`config.mk`:
```
export PLATFORM = sky130hd
export DESIGN_NAME = mem_access_unit_flat
export DESIGN_NICKNAME = d
export VERILOG_FILES = /design/src/rtl/mem_access_unit_if.sv /design/src/rtl/mem_access_unit.sv /design/src/flat_wrapper.sv
export SDC_FILE = /design/constraint.sdc
export NUM_CORES = 1
export LEC_CHECK = 0
export CORE_MARGIN = 5
export CORE_UTILIZATION = 42
export CTS_CLUSTER_DIAMETER = 30
export CTS_CLUSTER_SIZE = 8
export DETAILED_ROUTE_END_ITERATION = 6
export HOLD_SLACK_MARGIN = 0.1
export PLACE_DENSITY = 0.91
export SYNTH_ARGS = -nofsm -noshare
export SYNTH_HDL_FRONTEND = slang
export SYNTH_SLANG_ARGS = --single-unit
```
`constraint.sdc`:
```
create_clock -name clk -period 3.4 [get_ports clk]
set_input_delay 0.34 -clock clk [delete_from_list [all_inputs] [get_ports clk]]
set_output_delay 0.34 -clock clk [all_outputs]
set_load 0.02 [all_outputs]
```
`src/rtl/mem_access_unit_if.sv`:
```
// Controller/memory bundle for mem_access_unit. mem_wstrb exists only when
// MEM_BYTE_STROBE_EN is defined.
interface mem_access_unit_if #(parameter int MEM_AW = 12);
   logic              mem_en;
   logic              ra_mux;
   logic [31:0]       pc;
   logic [31:0]       data_addr;
   logic [31:0]       wdata;
   logic [2:0]        funct3;
   logic              is_load;
   logic              is_store;
   logic [MEM_AW-1:0] mem_addr;
   logic              mem_we;
   logic [31:0]       mem_wdata;
`ifdef MEM_BYTE_STROBE_EN
   logic [3:0]        mem_wstrb;
`endif
   logic [31:0]       mem_rdata;
   logic [31:0]       load_data;
   logic              done;
   logic              misaligned;

   modport slave (
      input  mem_en, ra_mux, pc, data_addr, wdata, funct3, is_load, is_store, mem_rdata,
      output mem_addr, mem_we, mem_wdata, load_data, done, misaligned
`ifdef MEM_BYTE_STROBE_EN
      , mem_wstrb
`endif
   );

   modport master (
      output mem_en, ra_mux, pc, data_addr, wdata, funct3, is_load, is_store, mem_rdata,
      input  mem_addr, mem_we, mem_wdata, load_data, done, misaligned
`ifdef MEM_BYTE_STROBE_EN
      , mem_wstrb
`endif
   );
endinterface

```
`src/rtl/mem_access_unit.sv`:
```
// Data-memory access sequencer: fetch reads, loads with extension, word and sub-word stores.
// Optional feature macro: MEM_BYTE_STROBE_EN (byte strobes replace read-modify-write).
module mem_access_unit #(
   parameter int MEM_AW = 12
) (
   input  logic             clk,
   input  logic             rst,
   mem_access_unit_if.slave bus
);
   typedef enum logic [1:0] {
      IDLE = 2'd0,
      RD   = 2'd1,
      WR   = 2'd2,
      DONE = 2'd3
   } state_t;

   state_t      state_r;
   state_t      next_state_s;
   logic [1:0]  lane_r;
   logic [2:0]  funct3_r;
   logic        capture_r;
   logic [31:0] load_data_r;
   logic        done_r;
   logic        misaligned_r;

   logic [31:0] sel_s;
   logic [1:0]  lane_s;
   logic [1:0]  size_s;
   logic        data_access_s;
   logic        start_s;
   logic        bad_align_s;
   logic        load_en_s;
   logic        we_s;
   logic [31:0] wdata_s;
   logic        unused_addr_bits_s;
`ifdef MEM_BYTE_STROBE_EN
   logic [3:0]  wstrb_s;
`endif

   // size encoding from funct3[1:0]: 00 byte, 01 half, 1x word
   function automatic logic misaligned_addr(input logic [1:0] lane, input logic [1:0] size);
      case (size)
         2'b00:   return 1'b0;
         2'b01:   return lane[0];
         default: return (lane != 2'b00);
      endcase
   endfunction

   function automatic logic [31:0] extend_load(input logic [31:0] rdata, input logic [1:0] lane,
                                               input logic [2:0] f3);
      logic [31:0] sh;
      sh = rdata >> {lane, 3'b000};
      case (f3[1:0])
         2'b00:   return {{24{sh[7] & ~f3[2]}}, sh[7:0]};
         2'b01:   return {{16{sh[15] & ~f3[2]}}, sh[15:0]};
         default: return sh;
      endcase
   endfunction

   function automatic logic [31:0] merge_store(input logic [31:0] old, input logic [31:0] wd,
                                               input logic [1:0] lane, input logic [1:0] size);
      logic [31:0] m;
      m = old;
      case (size)
         2'b00:   m[{lane, 3'b000} +: 8]        = wd[7:0];
         2'b01:   m[{lane[1], 4'b0000} +: 16]   = wd[15:0];
         default: m                             = wd;
      endcase
      return m;
   endfunction

`ifdef MEM_BYTE_STROBE_EN
   function automatic logic [3:0] byte_strobe(input logic [1:0] lane, input logic [1:0] size);
      case (size)
         2'b00:   return 4'b0001 << lane;
         2'b01:   return 4'b0011 << lane;
         default: return 4'b1111;
      endcase
   endfunction

   function automatic logic [31:0] replicate(input logic [31:0] wd, input logic [1:0] size);
      case (size)
         2'b00:   return {4{wd[7:0]}};
         2'b01:   return {2{wd[15:0]}};
         default: return wd;
      endcase
   endfunction
`endif

   assign sel_s              = bus.ra_mux ? bus.data_addr : bus.pc;
   assign lane_s             = sel_s[1:0];
   assign size_s             = bus.funct3[1:0];
   assign bus.mem_addr       = sel_s[MEM_AW+1:2];
   assign unused_addr_bits_s = ^sel_s[31:MEM_AW+2];
   assign data_access_s      = bus.ra_mux & (bus.is_load | bus.is_store);
   assign start_s            = (state_r == IDLE) & bus.mem_en;
   assign bad_align_s        = data_access_s & misaligned_addr(lane_s, size_s);

   // Next-state and memory write control
   always_comb begin
      next_state_s = state_r;
      we_s         = 1'b0;
      wdata_s      = 32'd0;
      load_en_s    = 1'b0;
`ifdef MEM_BYTE_STROBE_EN
      wstrb_s      = 4'b0000;
`endif
      case (state_r)
         IDLE: begin
            if (!bus.mem_en) begin
               next_state_s = IDLE;
            end else if (!data_access_s || bus.is_load) begin
               next_state_s = bad_align_s ? DONE : RD;
            end else if (bad_align_s) begin
               next_state_s = DONE;
            end else begin
`ifdef MEM_BYTE_STROBE_EN
               we_s         = 1'b1;
               wdata_s      = replicate(bus.wdata, size_s);
               wstrb_s      = byte_strobe(lane_s, size_s);
               next_state_s = DONE;
`else
               if (size_s[1]) begin
                  we_s         = 1'b1;
                  wdata_s      = bus.wdata;
                  next_state_s = DONE;
               end else begin
                  // read data for the merge arrives next cycle, so go straight to the write
                  next_state_s = WR;
               end
`endif
            end
         end
         RD: begin
            if (bus.mem_en) begin
               load_en_s    = capture_r;
               next_state_s = DONE;
            end else begin
               next_state_s = IDLE;
            end
         end
         WR: begin
            if (bus.mem_en) begin
               we_s         = 1'b1;
               wdata_s      = merge_store(bus.mem_rdata, bus.wdata, lane_r, funct3_r[1:0]);
               next_state_s = DONE;
            end else begin
               next_state_s = IDLE;
            end
         end
         DONE: begin
            if (bus.mem_en) begin
               next_state_s = DONE;
            end else begin
               next_state_s = IDLE;
            end
         end
         default: next_state_s = IDLE;
      endcase
   end

   // State, captured access attributes and registered status outputs
   always_ff @(posedge clk or posedge rst) begin
      if (rst) begin
         state_r      <= IDLE;
         lane_r       <= 2'b00;
         funct3_r     <= 3'b000;
         capture_r    <= 1'b0;
         load_data_r  <= 32'd0;
         done_r       <= 1'b0;
         misaligned_r <= 1'b0;
      end else begin
         state_r <= next_state_s;
         done_r  <= (next_state_s == DONE) && (state_r != DONE);
         if (start_s) begin
            lane_r       <= lane_s;
            funct3_r     <= bus.funct3;
            capture_r    <= data_access_s & bus.is_load;
            misaligned_r <= bad_align_s;
         end
         if (load_en_s) begin
            load_data_r <= extend_load(bus.mem_rdata, lane_r, funct3_r);
         end
      end
   end

   assign bus.mem_we     = we_s & ~rst;
   assign bus.mem_wdata  = rst ? 32'd0 : wdata_s;
`ifdef MEM_BYTE_STROBE_EN
   assign bus.mem_wstrb  = rst ? 4'b0000 : wstrb_s;
`endif
   assign bus.load_data  = load_data_r;
   assign bus.done       = done_r;
   assign bus.misaligned = misaligned_r;
endmodule

```
`src/flat_wrapper.sv`:
```
// flat-port wrapper written by rule: the top's interface ports become plain ports
module mem_access_unit_flat 
#(
   parameter int MEM_AW = 12
)
  (clk, rst, bus_mem_en, bus_ra_mux, bus_pc, bus_data_addr, bus_wdata, bus_funct3, bus_is_load, bus_is_store, bus_mem_rdata, bus_mem_addr, bus_mem_we, bus_mem_wdata, bus_load_data, bus_done, bus_misaligned);
  mem_access_unit_if #(.MEM_AW(MEM_AW)) bus_i ();
  input  logic clk;
  input  logic rst;
  input wire logic [$bits(bus_i.mem_en)-1:0] bus_mem_en;
  input wire logic [$bits(bus_i.ra_mux)-1:0] bus_ra_mux;
  input wire logic [$bits(bus_i.pc)-1:0] bus_pc;
  input wire logic [$bits(bus_i.data_addr)-1:0] bus_data_addr;
  input wire logic [$bits(bus_i.wdata)-1:0] bus_wdata;
  input wire logic [$bits(bus_i.funct3)-1:0] bus_funct3;
  input wire logic [$bits(bus_i.is_load)-1:0] bus_is_load;
  input wire logic [$bits(bus_i.is_store)-1:0] bus_is_store;
  input wire logic [$bits(bus_i.mem_rdata)-1:0] bus_mem_rdata;
  output wire logic [$bits(bus_i.mem_addr)-1:0] bus_mem_addr;
  output wire logic [$bits(bus_i.mem_we)-1:0] bus_mem_we;
  output wire logic [$bits(bus_i.mem_wdata)-1:0] bus_mem_wdata;
  output wire logic [$bits(bus_i.load_data)-1:0] bus_load_data;
  output wire logic [$bits(bus_i.done)-1:0] bus_done;
  output wire logic [$bits(bus_i.misaligned)-1:0] bus_misaligned;
  assign bus_i.mem_en = bus_mem_en;
  assign bus_i.ra_mux = bus_ra_mux;
  assign bus_i.pc = bus_pc;
  assign bus_i.data_addr = bus_data_addr;
  assign bus_i.wdata = bus_wdata;
  assign bus_i.funct3 = bus_funct3;
  assign bus_i.is_load = bus_is_load;
  assign bus_i.is_store = bus_is_store;
  assign bus_i.mem_rdata = bus_mem_rdata;
  assign bus_mem_addr = bus_i.mem_addr;
  assign bus_mem_we = bus_i.mem_we;
  assign bus_mem_wdata = bus_i.mem_wdata;
  assign bus_load_data = bus_i.load_data;
  assign bus_done = bus_i.done;
  assign bus_misaligned = bus_i.misaligned;
  mem_access_unit #(.MEM_AW(MEM_AW)) u_core (.clk(clk), .rst(rst), .bus(bus_i));
endmodule
```
==> flow_metrics.tcl <==
set metrics [dict create \
    io_pins 216 \
    synthMuxAreaShare_pct 11.3 \
    netlist_area_mm2 0.00441 \
    cp-startpoint "u_core.lane_r[0]$_DFFE_PP0P_" \
    holdCritPathClass "reg2reg" \
    synth_cell_types 60 \
    cts_tree "done" \
    finalHoldViolCount 0 \
    synthXorXnorAreaFrac_pct 0 \
    antenna_found_initial 0 \
    required_ps 3060 \
    rsz0062_at_grt "no" \
    slowest_stage "or4b_1" \
    row_count 37 \
    drive_gt1_share_pct 9.71 \
    clkSinkCount 42 \
    area_growth_pct 40.9 \
    synth-edff-count 0 \
    grt_pass1_wl_mm 25.9 \
    track_usage_pct 25.1 \
    via_count 4941 \
    portBuffers 179 \
    synth_compound_area_share_pct 28.5 \
    arrival_ps 2950 \
    r2r-end "u_core.bus.load_data[26]$_DFFE_PP0P_" \
    wl_per_cell_um 20.2 \
    fin_nets 831 \
    start_util_pct 42.9 \
    power_density_mw_per_mm2 486 \
    synth_simple_gate_area_share_pct 24.6 \
    dpl.hpwl_mm 13.1 \
    die_w_um 112 \
    startpoint_type "register" \
    first_global_vias 4901 \
    ctsHoldBuffers 0 \
    syn_avg_cell_area_um2 8.10 \
    highest_layer "met4" \
    r2r_slack_ps 1120 \
    setup_violations 0 \
    worstSetupEndpointType "output port" \
    yosysSeqAreaShare_pct 23.8 \
    cts.root.buffer_cell "clkbuf_8" \
    placedInstanceArea_mm2 0.00612 \
    layout_commonest_cell "clkdlybuf4s50_1" \
    fin_crit_sh_pct 96.7 \
    drt_iter0_markers 417 \
    post-route-min-period_ps 3290 \
    clk_pin_slew_ps 80 \
    first_pass_iters 5 \
    worst_slew_pin_slew_ps 718 \
    r2r_cells 6 \
    final_cell_mix "clkdlybuf4s50_1, nor2_1, nand2_1" \
    cts_buffers 5 \
    peakVddDrop_mv 0.339 \
    ys.flop_type "dfrtp_1" \
    wl_met1_mm 6.75 \
    endpoint "bus_mem_wdata[5]" \
    fin_area_mm2 0.00621 \
    synthArstFlopShare_pct 100 \
    fp.coreArea_mm2 0.0103 \
    grt_max_degree 48 \
    fin_setup_tns_ps 0 \
    cts_resized 0 \
    synth_seq_cells 42 \
    clockBufferDepth 2 \
    synth_top_family_by_area "compound AO/OA/AOI/OAI gates" \
    via_per_inst 5.98 \
    wl_met2_mm 8.02 \
    crit_type "reg2out" \
    diodes 0 \
    finalNonFillerCells 826 \
    syn-num-nets 686 \
    max_cap_viol_count 0 \
    postRouteWirelength_mm 16.7 \
    relSlewSlack_pct 52.2 \
    cts_max_level 2 \
    r2r-start "u_core.lane_r[1]$_DFFE_PP0P_" \
    power.leakage_uw 0.00245 \
    max_stage_delay_ps 620 \
    syn_inst 544 \
    clk_latency_ps 300 \
    gp_congestion 0.906 \
    route.met3.wl_mm 1.50 \
    drv_slew 0 \
    clock_skew_ps 8.70 \
    ant_nets 0 \
    overflow 0 \
    die_area_mm2 0.0126 \
    critPathMaxFanout 10 \
    fmax_mhz 304 \
    yosysWarnings 0 \
    drc_errors 0 \
    die_y_um 112 \
    synth-adder-area-share_pct 1.42 \
    worstPathCellList "inv_1, ha_1, nor2_1, or4b_1, o21ai_1, a31o_1, clkdlybuf4s50_1" \
    final_util_pct 60.4 \
    status "finished clean" \
    dp.cells 817 \
]
-- critical path: cells and delay by family, from the launching register on --
kind,cells,cell delay (ps)
compound gates,2,390
fa+ha+maj,1,360
buf+inv,2,750
flops,1,400
simple gates,2,740
-- cell usage after synthesis (all sizes together), types with 10 or more instances --
cell type / number / share of area, %
dfrtp: 42 / 24
o21ai: 28 / 3.3
mux2i: 19 / 4.3
nor2b: 16 / 2.3
mux2: 24 / 6.4
a21oi: 38 / 4.3
nor3b: 10 / 1.7
a221o: 16 / 3.6
nand2: 54 / 4.6
nor3: 12 / 1.7
a211oi: 16 / 2.8
buf: 43 / 6.5
nor2: 57 / 5.0
clkbuf: 18 / 2.5
inv: 15 / 1.3
-- layer usage --
metal	track usage (%)	up-vias
met2	42.7	284
li1	-	2302
met3	5.77	37
met4	6.97	0
met5	0	-
met1	31.9	2318
-- final cells by class --
cell class / instances / area (um2)
Tap cell: 136 / 170
Inverter: 15 / 56.3
Fill cell: 889 / 4070
Sequential cell: 42 / 1050
Timing Repair Buffer: 199 / 1940
Multi-Input combinational cell: 426 / 2900
Clock inverter: 1 / 7.51
Clock buffer: 7 / 76.3
-- where the power goes --
part           leakage, uW  switching (uW)  internal, uW
Sequential        0.000503             155           709
Clock            0.0000385             177           145
Combinational      0.00191             968           862
Total              0.00245            1300          1720
-- how the worst min path moves through the flow --
stage / from / endpoint / slack [ps] / cells past startpoint
after floorplan: u_core.capture_r$_DFFE_PP0P_ / u_core.capture_r$_DFFE_PP0P_ / 450 / 2
after global placement: u_core.capture_r$_DFFE_PP0P_ / u_core.capture_r$_DFFE_PP0P_ / 470 / 2
after detailed placement: u_core.bus.load_data[3]$_DFFE_PP0P_ / u_core.bus.load_data[3]$_DFFE_PP0P_ / 480 / 2
after CTS: u_core.capture_r$_DFFE_PP0P_ / u_core.capture_r$_DFFE_PP0P_ / 510 / 2
after global routing: u_core.bus.load_data[23]$_DFFE_PP0P_ / u_core.bus.load_data[23]$_DFFE_PP0P_ / 530 / 1
final: u_core.capture_r$_DFFE_PP0P_ / u_core.capture_r$_DFFE_PP0P_ / 510 / 2
-- metrics by stage --
step	hold WS, ps	total power (uW)	setup WS (ps)
finish	509	3020	114
floorplan	453	1930	572
CTS	508	3020	19.2
global placement	470	2640	403
global route	531	3190	0.931
detailed placement	481	2690	349
-- repair_timing --
item / in CTS / in global routing
setup endpoints to repair: 0 / 8
setup buffers: 0 / 1
hold endpoints to repair: 0 / 0
-- sequential cells by signal, summed over array words and instances (netlist names) --
name and cells:
u_core.bus.load_data 32, u_core.funct3_r 3, u_core.lane_r 2, u_core.state_r 2, u_core.bus.done 1, u_core.bus.misaligned 1, u_core.capture_r 1
-- logic make-up after synthesis --
group | after synthesis
AND/OR/NAND/NOR | 200
adder cells (fa/ha/maj) | 5
AO/OA/AOI/OAI | 177
multiplexers | 44
flip-flops | 42
buffers and inverters | 76
Note: power is estimated with default switching activity, not from simulation.
==> RTL edit: new RTL, config.mk and constraints unchanged <==
Make the reset (`rst`) synchronous in one clocked block.
--- a/src/rtl/mem_access_unit.sv
+++ b/src/rtl/mem_access_unit.sv
@@ -160,7 +160,7 @@
    end
 
    // State, captured access attributes and registered status outputs
-   always_ff @(posedge clk or posedge rst) begin
+   always_ff @(posedge clk) begin
       if (rst) begin
          state_r      <= IDLE;
          lane_r       <= 2'b00;
Function: differs if rst is asserted again (counterexample within 4 cycles, from zero or initial values and one cycle with rst high); with rst held inactive, the same outputs for 4 cycles.
==> RTL edit against the unedited design <==
  * Hold slack worse by 0.045 ns
  * Core utilization up 0.88 points
  * Final area up 1.9%
  * Worst setup slack better by 0.091 ns
  * Sequential cell count unchanged
  * Wire length down 2.2%
  * Synthesized area up 1.1%
  * Largest cell class unchanged
Power is not compared: it rests on default switching activity, and its combinational part moved more than twofold at a synthesized area within 25%.
==> RTL edit: results <==
group,metric,value,unit
clock_tree,htree_levels,2,
timing,hold_violations,0,
critical_path,startpoint,"u_core.lane_r[0]",
yosys,ys_seq_area_frac,0.1887,
detailed_routing,drt_first_pass_iters,5,
worst_hold_path,hp-start,"u_core.bus.load_data[5]",
critical_path,arrival,2.85,ns
yosys,ys_types,60,
detailed_routing,drt_wl_total,16320,um
global_route,grt_pass1_wl,25720,um
yosys,async_reset_ff_frac,0,
layout,fin_cells,843,
global_route,grt_use_total,0.2417,
clock_tree,clockBufferDepth,2,
critical_path,slowest_stage,"clkdlybuf4s50_1",
worst_hold_path,hold_class,"flop to flop",
global_route,grt_pass1_vias,4969,
timing,max-slew-margin-rel,0.3982,
layout,largest_register_ffs,32,
clock_tree,cts_buffers,5,
layout,layout_commonest_cell,"clkdlybuf4s50_1",
clock_tree,clk_latency,0.29,ns
critical_path,worstPathMaxFanout,16,
layout,drive_gt1_frac,0.1103,
placed_design,place_congestion,0.9671,
power_and_ir_drop,leakagePower,0.002344,uW
layout,final_nets,848,
critical_path,critical-path-max-stage-delay,0.61,ns
run_status,status,"completed",
yosys,postSynthCellCount,565,
placed_design,io_buffers,179,
yosys,ys.warnings.count,0,
yosys,syn_nets,707,
clock_tree,cts_root_buffer,"clkbuf_8",
critical_path,reg2reg_from,"u_core.funct3_r[1]",
timing,drv_slew,0,
global_route,antenna_found_initial,0,
yosys,synth_commonest_cells,"49 x a21oi_1, 42 x dfxtp_1, 36 x nand2_1",
placed_design,placed_cells,834,
placed_design,dp_hpwl,12620,um
yosys,synthFlopType,"dfxtp_1",
global_route,grt_max_degree,54,
yosys,synthTopCellsByArea,"dfxtp_1 19%, a21oi_1 5.5%, mux2_2 4.8%",
detailed_routing,drt_iter0_drc,377,
timing,fin_worst_skew,0.008860,ns
layout,fill_cells,898,
layout,n_antenna_cell,0,
power_and_ir_drop,vdd_ir_drop_max,179.5,uV
detailed_routing,routed_via_density,5.979,
clock_tree,clk_pin_slew_worst_paths,0.09,ns
## RTL edit: per-stage QoR
stage / total power [uW] / util / hold slack [ns] / area [sq um] / worst slack (ns)
2_1_floorplan: 881.9 / - / 0.4667 / 4456 / 0.5583
3_5_place_dp: 1119 / 0.5975 / 0.4623 / 6168 / 0.1929
3_3_place_gp: 1105 / 0.5975 / 0.4510 / 6168 / 0.3033
6_report: 1595 / 0.6130 / 0.4635 / 6329 / 0.2050
5_1_grt: 1658 / 0.6130 / 0.4920 / 6329 / 0.001611
4_1_cts: 1583 / 0.6119 / 0.4731 / 6317 / 0.06695
## RTL edit: kinds of logic (layout without fill, tap and decap cells)
| group | Yosys count | after routing | synth area share |
|---|---|---|---|
| compound gates | 188 | 188 | 0.2876 |
| fa+ha+maj | 5 | 5 | 0.01404 |
| buf+inv | 95 | 237 | 0.1182 |
| flops | 42 | 42 | 0.1887 |
| mux | 45 | 45 | 0.1115 |
| simple gates | 190 | 190 | 0.2800 |
## RTL edit: power breakdown
| group | total, uW | internal, uW | switching (uW) |
|---|---|---|---|
| clock network | 473 | 294 | 179 |
| logic | 601 | 289 | 312 |
| registers | 521 | 502 | 19.4 |
## RTL edit: metal layers
layer  wire (um)  share of wire  up-vias  GRT usage
met4         441          0.027        0    0.07532
li1            -              -     2376          -
met2        7666           0.47      284     0.4068
met1        6798           0.42     2342     0.3142
met5           0              0        -          0
met3        1416          0.087       38    0.04278
## RTL edit: cell type report
cell class / instances / share of cell area
Sequential cell: 42 / 0.1336
Inverter: 28 / 0.01661
Clock inverter: 3 / 0.01087
Multi-Input combinational cell: 428 / 0.4899
Clock buffer: 5 / 0.01087
Timing Repair Buffer: 201 / 0.3112
Tap cell: 136 / 0.02689
## RTL edit: critical path, delay by kind of cell (launching register included)
family,cells,cell delay (ns)
adders and majority gates,1,0.34
buffers and inverters,3,0.91
DFF,1,0.44
AOI/OAI and AO/OA,1,0.14
and+or+nand+nor,3,0.73
## RTL edit: what timing repair did
| item | CTS | global route |
|---|---|---|
| resized for setup | 2 | 2 |
| setup endpoints to repair | 8 | 23 |
| hold buffers | 0 | 0 |
| pin swaps | 0 | 1 |
| cloned | 0 | 0 |
| buffers inserted | 0 | 1 |
## RTL edit: path summary, 6_finish.rpt
kind	slack, ns	cells past startpoint	end
worst min register to register	0.46	2	u_core.bus.load_data[5]
worst max-delay path	0.21	8	bus_mem_wdata[13]
worst min-delay path	0.46	2	u_core.bus.load_data[5]
worst max register to register	0.88	5	u_core.bus.load_data[31]
